## src/rtl/siso_maxlog.sv

```systemverilog
// Max-log-MAP SISO for the 4-state RSC (7,5) constituent code: forward recursion while loading, backward on output.
// Optional SISO_APP_OUT_EN adds app_o carrying the saturated a-posteriori LLR.
module siso_maxlog #(
  parameter int W      = 8,
  parameter int AW     = 12,
  parameter int N      = 64,
  parameter int ADDR_W = $clog2(N)
) (
  input  logic                 clk_p_i,
  input  logic                 reset_n_i,
  input  logic                 in_valid_i,
  output logic                 in_ready_o,
  input  logic signed [W-1:0]  sys_i,
  input  logic signed [W-1:0]  par_i,
  input  logic signed [W-1:0]  apr_i,
  output logic                 out_valid_o,
  input  logic                 out_ready_i,
  output logic signed [W-1:0]  ext_o,
  output logic [ADDR_W-1:0]    out_idx_o,
  output logic                 out_last_o,
`ifdef SISO_APP_OUT_EN
  output logic signed [W-1:0]  app_o,
`endif
  output logic                 busy_o
);

  typedef logic signed [AW-1:0] metric_t;
  typedef logic signed [W-1:0]  llr_t;
  typedef enum logic {LOAD, BACK} state_t;

  localparam metric_t M_MAX    = {1'b0, {(AW-1){1'b1}}};
  localparam metric_t M_MIN    = {1'b1, {(AW-1){1'b0}}};
  localparam metric_t INIT_NEG = {2'b11, {(AW-2){1'b0}}};
  localparam metric_t W_MAX    = metric_t'((2**(W-1)) - 1);
  localparam metric_t W_MIN    = metric_t'(-(2**(W-1)));

  function automatic metric_t sat_add(input metric_t a, input metric_t b);
    logic signed [AW:0] s;
    s = (AW+1)'(a) + (AW+1)'(b);
    if (s[AW] != s[AW-1]) return s[AW] ? M_MIN : M_MAX;
    return s[AW-1:0];
  endfunction

  function automatic metric_t sat_sub(input metric_t a, input metric_t b);
    logic signed [AW:0] s;
    s = (AW+1)'(a) - (AW+1)'(b);
    if (s[AW] != s[AW-1]) return s[AW] ? M_MIN : M_MAX;
    return s[AW-1:0];
  endfunction

  function automatic llr_t sat_w(input metric_t x);
    if (x > W_MAX) return W_MAX[W-1:0];
    if (x < W_MIN) return W_MIN[W-1:0];
    return x[W-1:0];
  endfunction

  // Trellis of the (7,5) RSC: state {d1,d2}, a = u^d1^d2, parity = a^d2 = u^d1.
  function automatic logic [1:0] nxt(input logic [1:0] s, input logic u);
    return {u ^ s[1] ^ s[0], s[1]};
  endfunction

  function automatic logic pbit(input logic [1:0] s, input logic u);
    return u ^ s[1];
  endfunction

  function automatic metric_t gam(input logic u, input logic p, input metric_t lsa, input metric_t par);
    metric_t gu, gp;
    gu = u ? lsa : '0;
    gp = p ? par : '0;
    return sat_add(gu, gp);
  endfunction

  state_t              state;
  logic [ADDR_W-1:0]   k;
  metric_t             alpha_cur [4];
  metric_t             beta_cur  [4];
  metric_t             alpha_nxt [4];
  metric_t             beta_nxt  [4];
  metric_t             acc_f     [4];
  metric_t             acc_b     [4];

  llr_t                sys_mem   [N];
  llr_t                par_mem   [N];
  llr_t                apr_mem   [N];
  metric_t             alpha_mem [N][4];

  metric_t             lsa_in, par_in, lsa_k, par_k;
  metric_t             m1, m0, l_app, ext_full, cand_f, cand_b, br;
  logic [1:0]          ns_f, ns_b;

  assign lsa_in = metric_t'(sys_i) + metric_t'(apr_i);
  assign par_in = metric_t'(par_i);
  assign lsa_k  = metric_t'(sys_mem[k]) + metric_t'(apr_mem[k]);
  assign par_k  = metric_t'(par_mem[k]);

  // Forward step: add-compare-select into each successor, then normalise to state 0.
  always_comb begin
    ns_f   = '0;
    cand_f = '0;
    for (int t = 0; t < 4; t++) acc_f[t] = M_MIN;
    for (int s = 0; s < 4; s++) begin
      for (int u = 0; u < 2; u++) begin
        ns_f   = nxt(2'(s), 1'(u));
        cand_f = sat_add(alpha_cur[s], gam(1'(u), pbit(2'(s), 1'(u)), lsa_in, par_in));
        if (cand_f > acc_f[ns_f]) acc_f[ns_f] = cand_f;
      end
    end
    for (int t = 0; t < 4; t++) alpha_nxt[t] = sat_sub(acc_f[t], acc_f[0]);
  end

  // Backward step and LLR for the stored entry k, using alpha_k and beta_{k+1}.
  always_comb begin
    ns_b   = '0;
    cand_b = '0;
    br     = '0;
    m1     = M_MIN;
    m0     = M_MIN;
    for (int t = 0; t < 4; t++) acc_b[t] = M_MIN;
    for (int s = 0; s < 4; s++) begin
      for (int u = 0; u < 2; u++) begin
        ns_b   = nxt(2'(s), 1'(u));
        br     = gam(1'(u), pbit(2'(s), 1'(u)), lsa_k, par_k);
        cand_b = sat_add(beta_cur[ns_b], br);
        if (cand_b > acc_b[s]) acc_b[s] = cand_b;
        cand_b = sat_add(sat_add(alpha_mem[k][s], br), beta_cur[ns_b]);
        if (u == 1) begin
          if (cand_b > m1) m1 = cand_b;
        end else begin
          if (cand_b > m0) m0 = cand_b;
        end
      end
    end
    for (int t = 0; t < 4; t++) beta_nxt[t] = sat_sub(acc_b[t], acc_b[0]);
    l_app    = sat_sub(m1, m0);
    ext_full = sat_sub(l_app, lsa_k);
  end

  always_ff @(posedge clk_p_i or negedge reset_n_i) begin
    if (!reset_n_i) begin
      state <= LOAD;
      k     <= '0;
      for (int t = 0; t < 4; t++) begin
        alpha_cur[t] <= (t == 0) ? '0 : INIT_NEG;
        beta_cur[t]  <= '0;
      end
    end else begin
      case (state)
        LOAD: if (in_valid_i) begin
          for (int t = 0; t < 4; t++) alpha_cur[t] <= alpha_nxt[t];
          if (k == ADDR_W'(N-1)) state <= BACK;
          else                   k     <= k + ADDR_W'(1);
        end
        BACK: if (out_ready_i) begin
          if (k == '0) begin
            state <= LOAD;
            for (int t = 0; t < 4; t++) begin
              alpha_cur[t] <= (t == 0) ? '0 : INIT_NEG;
              beta_cur[t]  <= '0;
            end
          end else begin
            k <= k - ADDR_W'(1);
            for (int t = 0; t < 4; t++) beta_cur[t] <= beta_nxt[t];
          end
        end
        default: state <= LOAD;
      endcase
    end
  end

  // Frame storage carries no reset; entries are always written before being read.
  always_ff @(posedge clk_p_i) begin
    if (state == LOAD && in_valid_i) begin
      sys_mem[k] <= sys_i;
      par_mem[k] <= par_i;
      apr_mem[k] <= apr_i;
      for (int t = 0; t < 4; t++) alpha_mem[k][t] <= alpha_cur[t];
    end
  end

  assign in_ready_o  = (state == LOAD);
  assign out_valid_o = (state == BACK);
  assign out_idx_o   = (state == BACK) ? k : '0;
  assign out_last_o  = (state == BACK) && (k == '0);
  assign ext_o       = (state == BACK) ? sat_w(ext_full) : '0;
  assign busy_o      = (state == BACK) || (k != '0);
`ifdef SISO_APP_OUT_EN
  assign app_o       = (state == BACK) ? sat_w(l_app) : '0;
`endif

endmodule

```

## config.mk

```make
export PLATFORM = sky130hd
export DESIGN_NAME = siso_maxlog
export DESIGN_NICKNAME = d
export VERILOG_FILES = /design/src/rtl/siso_maxlog.sv
export SDC_FILE = /design/constraint.sdc
export NUM_CORES = 2
export LEC_CHECK = 0
export CORE_UTILIZATION = 47
export DETAILED_ROUTE_END_ITERATION = 7
export PLACE_DENSITY_LB_ADDON = 0.25
export SLEW_MARGIN = 10
export SYNTH_ARGS = -nofsm -noshare
export SYNTH_HDL_FRONTEND = slang
export SYNTH_MEMORY_MAX_BITS = 65536
export SYNTH_SLANG_ARGS = --single-unit
```

## constraint.sdc

```tcl
create_clock -name clk_p_i -period 32.7 [get_ports clk_p_i]
set_clock_uncertainty 0.15 [all_clocks]
set_input_delay 3.27 -clock clk_p_i [delete_from_list [all_inputs] [get_ports clk_p_i]]
set_output_delay 3.27 -clock clk_p_i [all_outputs]
set_load 0.005 [all_outputs]
```

; ---- Word level (Yosys, flattened, before mapping)
; Memory sizes are Yosys's and may differ from the RTL's.
; Index checks and enable logic that the tools add are counted.
[word_totals]
register_bits = 103
latchBits = 0
ram_bits = 4608
romBits = 0
input_bits = 28
elab_cells = 337
n_memories = 4
[mem_list]
columns = name, words, word_bits, rd, rd_ports_with_merged_regs, write_ports, line
row1 = alpha_mem, 64, 48, 1, 0, 1, 85  ; metric_t alpha_mem [N][4];
row2 = apr_mem, 64, 8, 1, 0, 1, 84  ; llr_t apr_mem [N];
row3 = par_mem, 64, 8, 1, 0, 1, 83  ; llr_t par_mem [N];
row4 = sys_mem, 64, 8, 1, 0, 1, 82  ; llr_t sys_mem [N];
[op_classes]
addsub = 42
mul = 0
n_div = 0
n_lt_le_gt_ge = 26
eq_ne = 44
shifts = 0
muxes = 202
n_bitwise = 1
n_reduce_logical = 8
[ops]
columns = operator, count
row1 = two-way mux 12 bit, 138
row2 = two-way mux 48 bit, 4
row3 = adder 12 x 12 -> 13 bit, 14
row4 = > comparator 12 bit, 14
row5 = "> comparator 12 bit, second input constant", 10
row6 = subtractor 12 x 12 -> 13 bit, 9
row7 = case mux 48 bit (2 select lines), 1
row8 = adder 12 x 8 -> 13 bit, 6
row9 = adder 12 x 9 -> 13 bit, 6
row10 = two-way mux 1 bit, 47
row11 = two-way mux 8 bit, 5
row12 = inequality test 1 bit, 38
row13 = two-way mux 6 bit, 5
row14 = adder 9 x 8 -> 10 bit, 2
row15 = adder 8 x 8 -> 9 bit, 2
row16 = subtractor 12 x 9 -> 13 bit, 1
row17 = "> comparator 12 x 8 -> 1 bit, second input constant", 1
row18 = "less-than comparator 12 x 8 -> 1 bit, second input constant", 1
row19 = case mux 6 bit (2 select lines), 1
row20 = "inequality test 2 bit, second input constant", 4
row21 = "adder 6 x 1 -> 6 bit, second input constant", 1
row22 = "== test 6 bit, second input constant", 1
row23 = zero test 6 bit, 1
row24 = nonzero test 6 bit, 1
row25 = 9 further kinds, 10

; ---- Depth between registers and ports, before layout
; An unclocked memory read counts as a cell.
[depth]
ltp_word = 36
ltp_mapped = 123
ltp_nobuf = 111

; ---- Worst setup path after synthesis
; No wires, ideal clock.
[synth_path]
path_kind = reg-to-output
startpoint = register k[0]
endpoint = output ext_o[0]
arrival_time_ns = 20.522
setup_slack_ns = 8.758
path_stages_with_launch = 109
path_cell_list = dfrtp_1 -> buf_4 -> buf_2 -> buf_2 -> and3_1 -> clkbuf_1 -> buf_2 -> clkbuf_1 -> clkbuf_1 -> clkbuf_1 -> a22oi_1 -> a31oi_1 -> nor4_1 -> nand2_1 -> ha_1 -> fa_1 -> a21oi_1 -> nor2_1 -> [... 73 more ...] -> nand3_1 -> clkbuf_1 -> o21ai_0 -> ha_1 -> nor2b_1 -> o21ai_0 -> a21boi_0 -> o21ai_0 -> a21boi_0 -> o21a_1 -> o2111a_1 -> or2_2 -> o2bb2ai_1 -> ha_1 -> clkbuf_1 -> a311oi_1 -> o311ai_0 -> o21ai_0
[synth_via]
elab_chain_len = 36
[synth_lines]
columns = element, line
row1 = from (decl), 74  ; logic [ADDR_W-1:0] k;
row2 = from (signal assigned), 151  ; else k <= k + ADDR_W'(1);
row3 = from (signal assigned), 161  ; k <= k - ADDR_W'(1);
row4 = "memory read (64 x 8 bit), on equally long branches", n/a
row5 = adder 8 x 8 -> 9 bit, 93  ; assign lsa_k = metric_t'(sys_mem[k]) + metric_t'(apr_mem[k]);
row6 = adder 9 x 8 -> 10 bit, 39  ; s = (AW+1)'(a) + (AW+1)'(b);
row7 = two-way mux 12 bit / inequality test 1 bit (equally long branches), 40  ; if (s[AW] != s[AW-1]) return s[AW] ? M_MIN : M_MAX;
row8 = two-way mux 12 bit / two-way mux 1 bit (equally long branches), 40
row9 = two-way mux 12 bit, 41  ; return s[AW-1:0];
row10 = adder 12 x 12 -> 13 bit, 39
row11 = two-way mux 12 bit / inequality test 1 bit (equally long branches), 40
row12 = [... 19 more ...], n/a
row13 = two-way mux 12 bit / inequality test 1 bit (equally long branches), 47  ; if (s[AW] != s[AW-1]) return s[AW] ? M_MIN : M_MAX;
row14 = two-way mux 12 bit / two-way mux 1 bit (equally long branches), 47
row15 = two-way mux 12 bit (*), 48  ; return s[AW-1:0];
row16 = less-than comparator 12 x 8 -> 1 bit, 53  ; if (x < W_MIN) return W_MIN[W-1:0];
row17 = two-way mux 1 bit (2 in series), 53
row18 = two-way mux 8 bit, 54  ; return x[W-1:0];
row19 = two-way mux 8 bit (*), 53
row20 = two-way mux 8 bit (*), 184  ; assign ext_o = (state == BACK) ? sat_w(ext_full) : '0;
row21 = to (decl), 18  ; output logic signed [W-1:0] ext_o,
; Mark *: on every way between the ends. The rest lies on a longest branch, timed or not. The select of a mux whose other input is x is not followed.

; ---- Final worst setup path
[layout_path]
startpoint = register k[1]
endpoint = output ext_o[3]
; The elaborated chain is that of the path after synthesis.

==> metrics.txt <==
top-level port count=46; ranking of synthesized cells by area=sky130_fd_sc_hd__edfxtp_1 (70%), sky130_fd_sc_hd__a22oi_1 (5.1%), sky130_fd_sc_hd__ha_1 (4.7%); adder-cell area share of the yosys netlist=5.146%; fraction of layout instances using a drive strength above 1=9.861%; Routed WL=588600 µm; Worst path max stage delay=0.81 ns; crit path launch type=flop; setup slack of the critical path after layout=3.698 ns; clock slew at reported path FFs=0.06 ns; most common cell after layout, fill and taps aside=sky130_fd_sc_hd__edfxtp_1; final worst path period need=29.00 ns; post-synthesis compound-gate area fraction=15.76%; final net count=11660; highest-count cells in the layout ignoring fill and taps=sky130_fd_sc_hd__edfxtp_1 (3840), sky130_fd_sc_hd__a22oi_1 (1122), sky130_fd_sc_hd__ha_1 (622), sky130_fd_sc_hd__o21ai_0 (397), sky130_fd_sc_hd__inv_1 (393); number of H-tree levels=5; arrival time of the worst setup path=25.58 ns; post-synthesis instance area=0.1648 mm²; count of antenna-violating nets left after detailed routing=0; flop2flop setup slack=16.19 ns; Yosys Warn Count=0; All-Layer GR Usage=32.44%; Slew Limit Headroom=12.63%; xor and xnor fraction of the mapped netlist area=1.241%; total count of hold-check failures in the final report=0; area added between synthesis and finish=12.10%; Final Max Tran Viols=0; vias per cell=6.831; Slowest cell on crit path=sky130_fd_sc_hd__buf_4; total DRC errors in the routed layout=0; distinct cell type count after synthesis=93; Area after DPL=0.1725 mm²; Hold/Removal Path Class=reg -> reg; maximum operating frequency=0.03448 GHz; Iteration-0 DRC Markers=16850; Detailed Place HPWL=333600 µm; layout filler cell count=27730; top cell type by total area after synthesis=sky130_fd_sc_hd__edfxtp_1; CTS sink count=3919; Post-CTS Resized=0; number of placement rows=217; Final Setup Violations=0; effective utilization at floorplan=47.21%; setup total negative slack=0 ns; unrepaired setup endpoints after global routing=false; Worst R2R Start=k[1]; mean instance size in the synthesized netlist=15.36 µm²; CP Capture Point=ext_o[3]; highest net fanout along the worst path=54; maximum number of pins on one net before global-route repair=123; number of instances in the synthesized netlist=10740; endpoint class of the critical path=output pin; post-synthesis sequential area ratio=71.15%; global-route congestion overflow total=0; part of the cycle the worst path needs=88.69%; width of the die=594.2 µm; total via count after detailed routing=108700; most common flop cell mapped by yosys=sky130_fd_sc_hd__edfxtp_1; transition time at the pin with the least slew margin=1.311 ns; Synth Register Bits=3919; count of buffers from port buffering=45; kind of critical path=reg -> out; initial antenna violation count=43; maximum capacitance violations=0; RR Endpoint=beta_cur[1]; wire length of the first global-routing pass=805800 µm; asr flop ratio synth=2.016%; TritonCTS clock tree=done; launch point of the worst path=k[1]; number of buffers added by the clock tree synthesis step=385; vias in the first global route=103000; Post-Synth Simple-Gate Area=3.533%; depth of the worst register-to-register path=60; cell type with the highest occurrence count on the critical path=sky130_fd_sc_hd__a21oi_1; area fraction of the dominant cell type after synthesis=69.95%; global placer's final weighted congestion=0.9246; fraction of synthesized area in multiplexers=0.9146%; Max Root-Sink Buffers=4; detailed-routing iteration count for the pre-antenna-repair pass=6; combinational family with the most area after synthesis=compound AO/OA/AOI/OAI gates; number of flops mapped to enable cells by yosys=3840; worst setup timing slack at the placement stage=5.057 ns; data required time of the critical path=29.28 ns; Die Outline Area=0.3531 mm²; post-CTS setup buffers=0; status=finished clean; cell at the root of the clock tree=sky130_fd_sc_hd__clkbuf_16; standard cell core area=0.3492 mm²; CTS Hold Buffers Added=0; Routed wire per std cell=37.01 µm; die height=594.2 µm; Worst-Skew Late Latency=1.00 ns; post-layout instance area=0.1848 mm²
==> metal layers <==
layer / part of all wire (%) / track usage, % / up-vias
met5: 0.043 / 0 / -
met4: 5.9 / 15.54 / 36
met3: 13 / 7.378 / 1478
met2: 44 / 49.41 / 7887
met1: 37 / 44.20 / 55100
li1: - / - / 44160
==> worst min path at each step <==
stage	end	slack (ns)	startpoint	cells after the start
after floorplan	beta_cur[0]	0.38	beta_cur[0]	2
after global placement	alpha_cur[3]	0.44	alpha_cur[3]	1
after detailed placement	alpha_cur[3]	0.44	alpha_cur[3]	1
after CTS	alpha_cur[3]	0.45	alpha_cur[3]	1
after global routing	alpha_cur[3]	0.48	alpha_cur[3]	1
final	alpha_cur[3]	0.45	alpha_cur[3]	1
==> final cells by class <==
cell class              instances  area, µm²  share of cell area, %
clock inverters               235       2192                  1.186
multi-input cells            5872      44600                  24.14
clock buffers                 472      10110                  5.470
repair buffers                398       3278                  1.774
flip-flops and latches       3919     117300                  63.49
well taps                    4599       5754                  3.114
diodes                         10      25.02                0.01354
inverters                     401       1505                 0.8146
==> logic make-up (layout without fill, tap and decap cells) <==
logic type               Yosys count  after routing
flip-flops                      3919           3919
AO/OA/AOI/OAI                   3632           3632
AND/OR/NAND/NOR                 1184           1184
buffers and inverters            972           1506
adder cells (fa/ha/maj)          658            658
XOR/XNOR                         232            232
multiplexers                     136            136
other                              2             40
==> synth_stat cells (all sizes together) (146+ instances only) <==
| cell | number |
|---|---|
| o21ai | 412 |
| nor2 | 321 |
| nand4 | 146 |
| inv | 394 |
| a31oi | 359 |
| ha | 622 |
| a22oi | 1122 |
| nand2 | 278 |
| o21a | 165 |
| a221oi | 388 |
| a21oi | 389 |
| a22o | 391 |
| edfxtp | 3840 |
| clkbuf | 484 |
==> critical path, delay by kind of cell, from the launching register on <==
kind | cells | cell delay (ns)
multiplexers | 1 | 0.26
AO/OA/AOI/OAI | 46 | 9.09
flip-flops | 1 | 0.32
AND/OR/NAND/NOR | 29 | 5.81
adder cells (fa/ha/maj) | 14 | 4.77
XOR/XNOR | 1 | 0.36
buffers and inverters | 10 | 3.93
==> flip-flops by register name, summed over array words and instances, names as in the netlist <==
| name | count |
|---|---|
| alpha_cur | 36 |
| alpha_mem | 2304 |
| apr_mem | 512 |
| beta_cur | 36 |
| k | 6 |
| out_valid_o | 1 |
| par_mem | 512 |
| sys_mem | 512 |
==> stage by stage <==
step | cells | utilization (%) | hold WS (ns)
floorplan | 10760 | - | 0.3841
global placement | 15190 | 49.39 | 0.4367
detailed placement | 15190 | 49.39 | 0.4397
CTS | 15900 | 52.91 | 0.4529
global route | 15900 | 52.92 | 0.4755
finish | 15910 | 52.92 | 0.4530
Power is not shown: default switching activity piles up to over one toggle a cycle in this logic, so the estimate is an artifact.
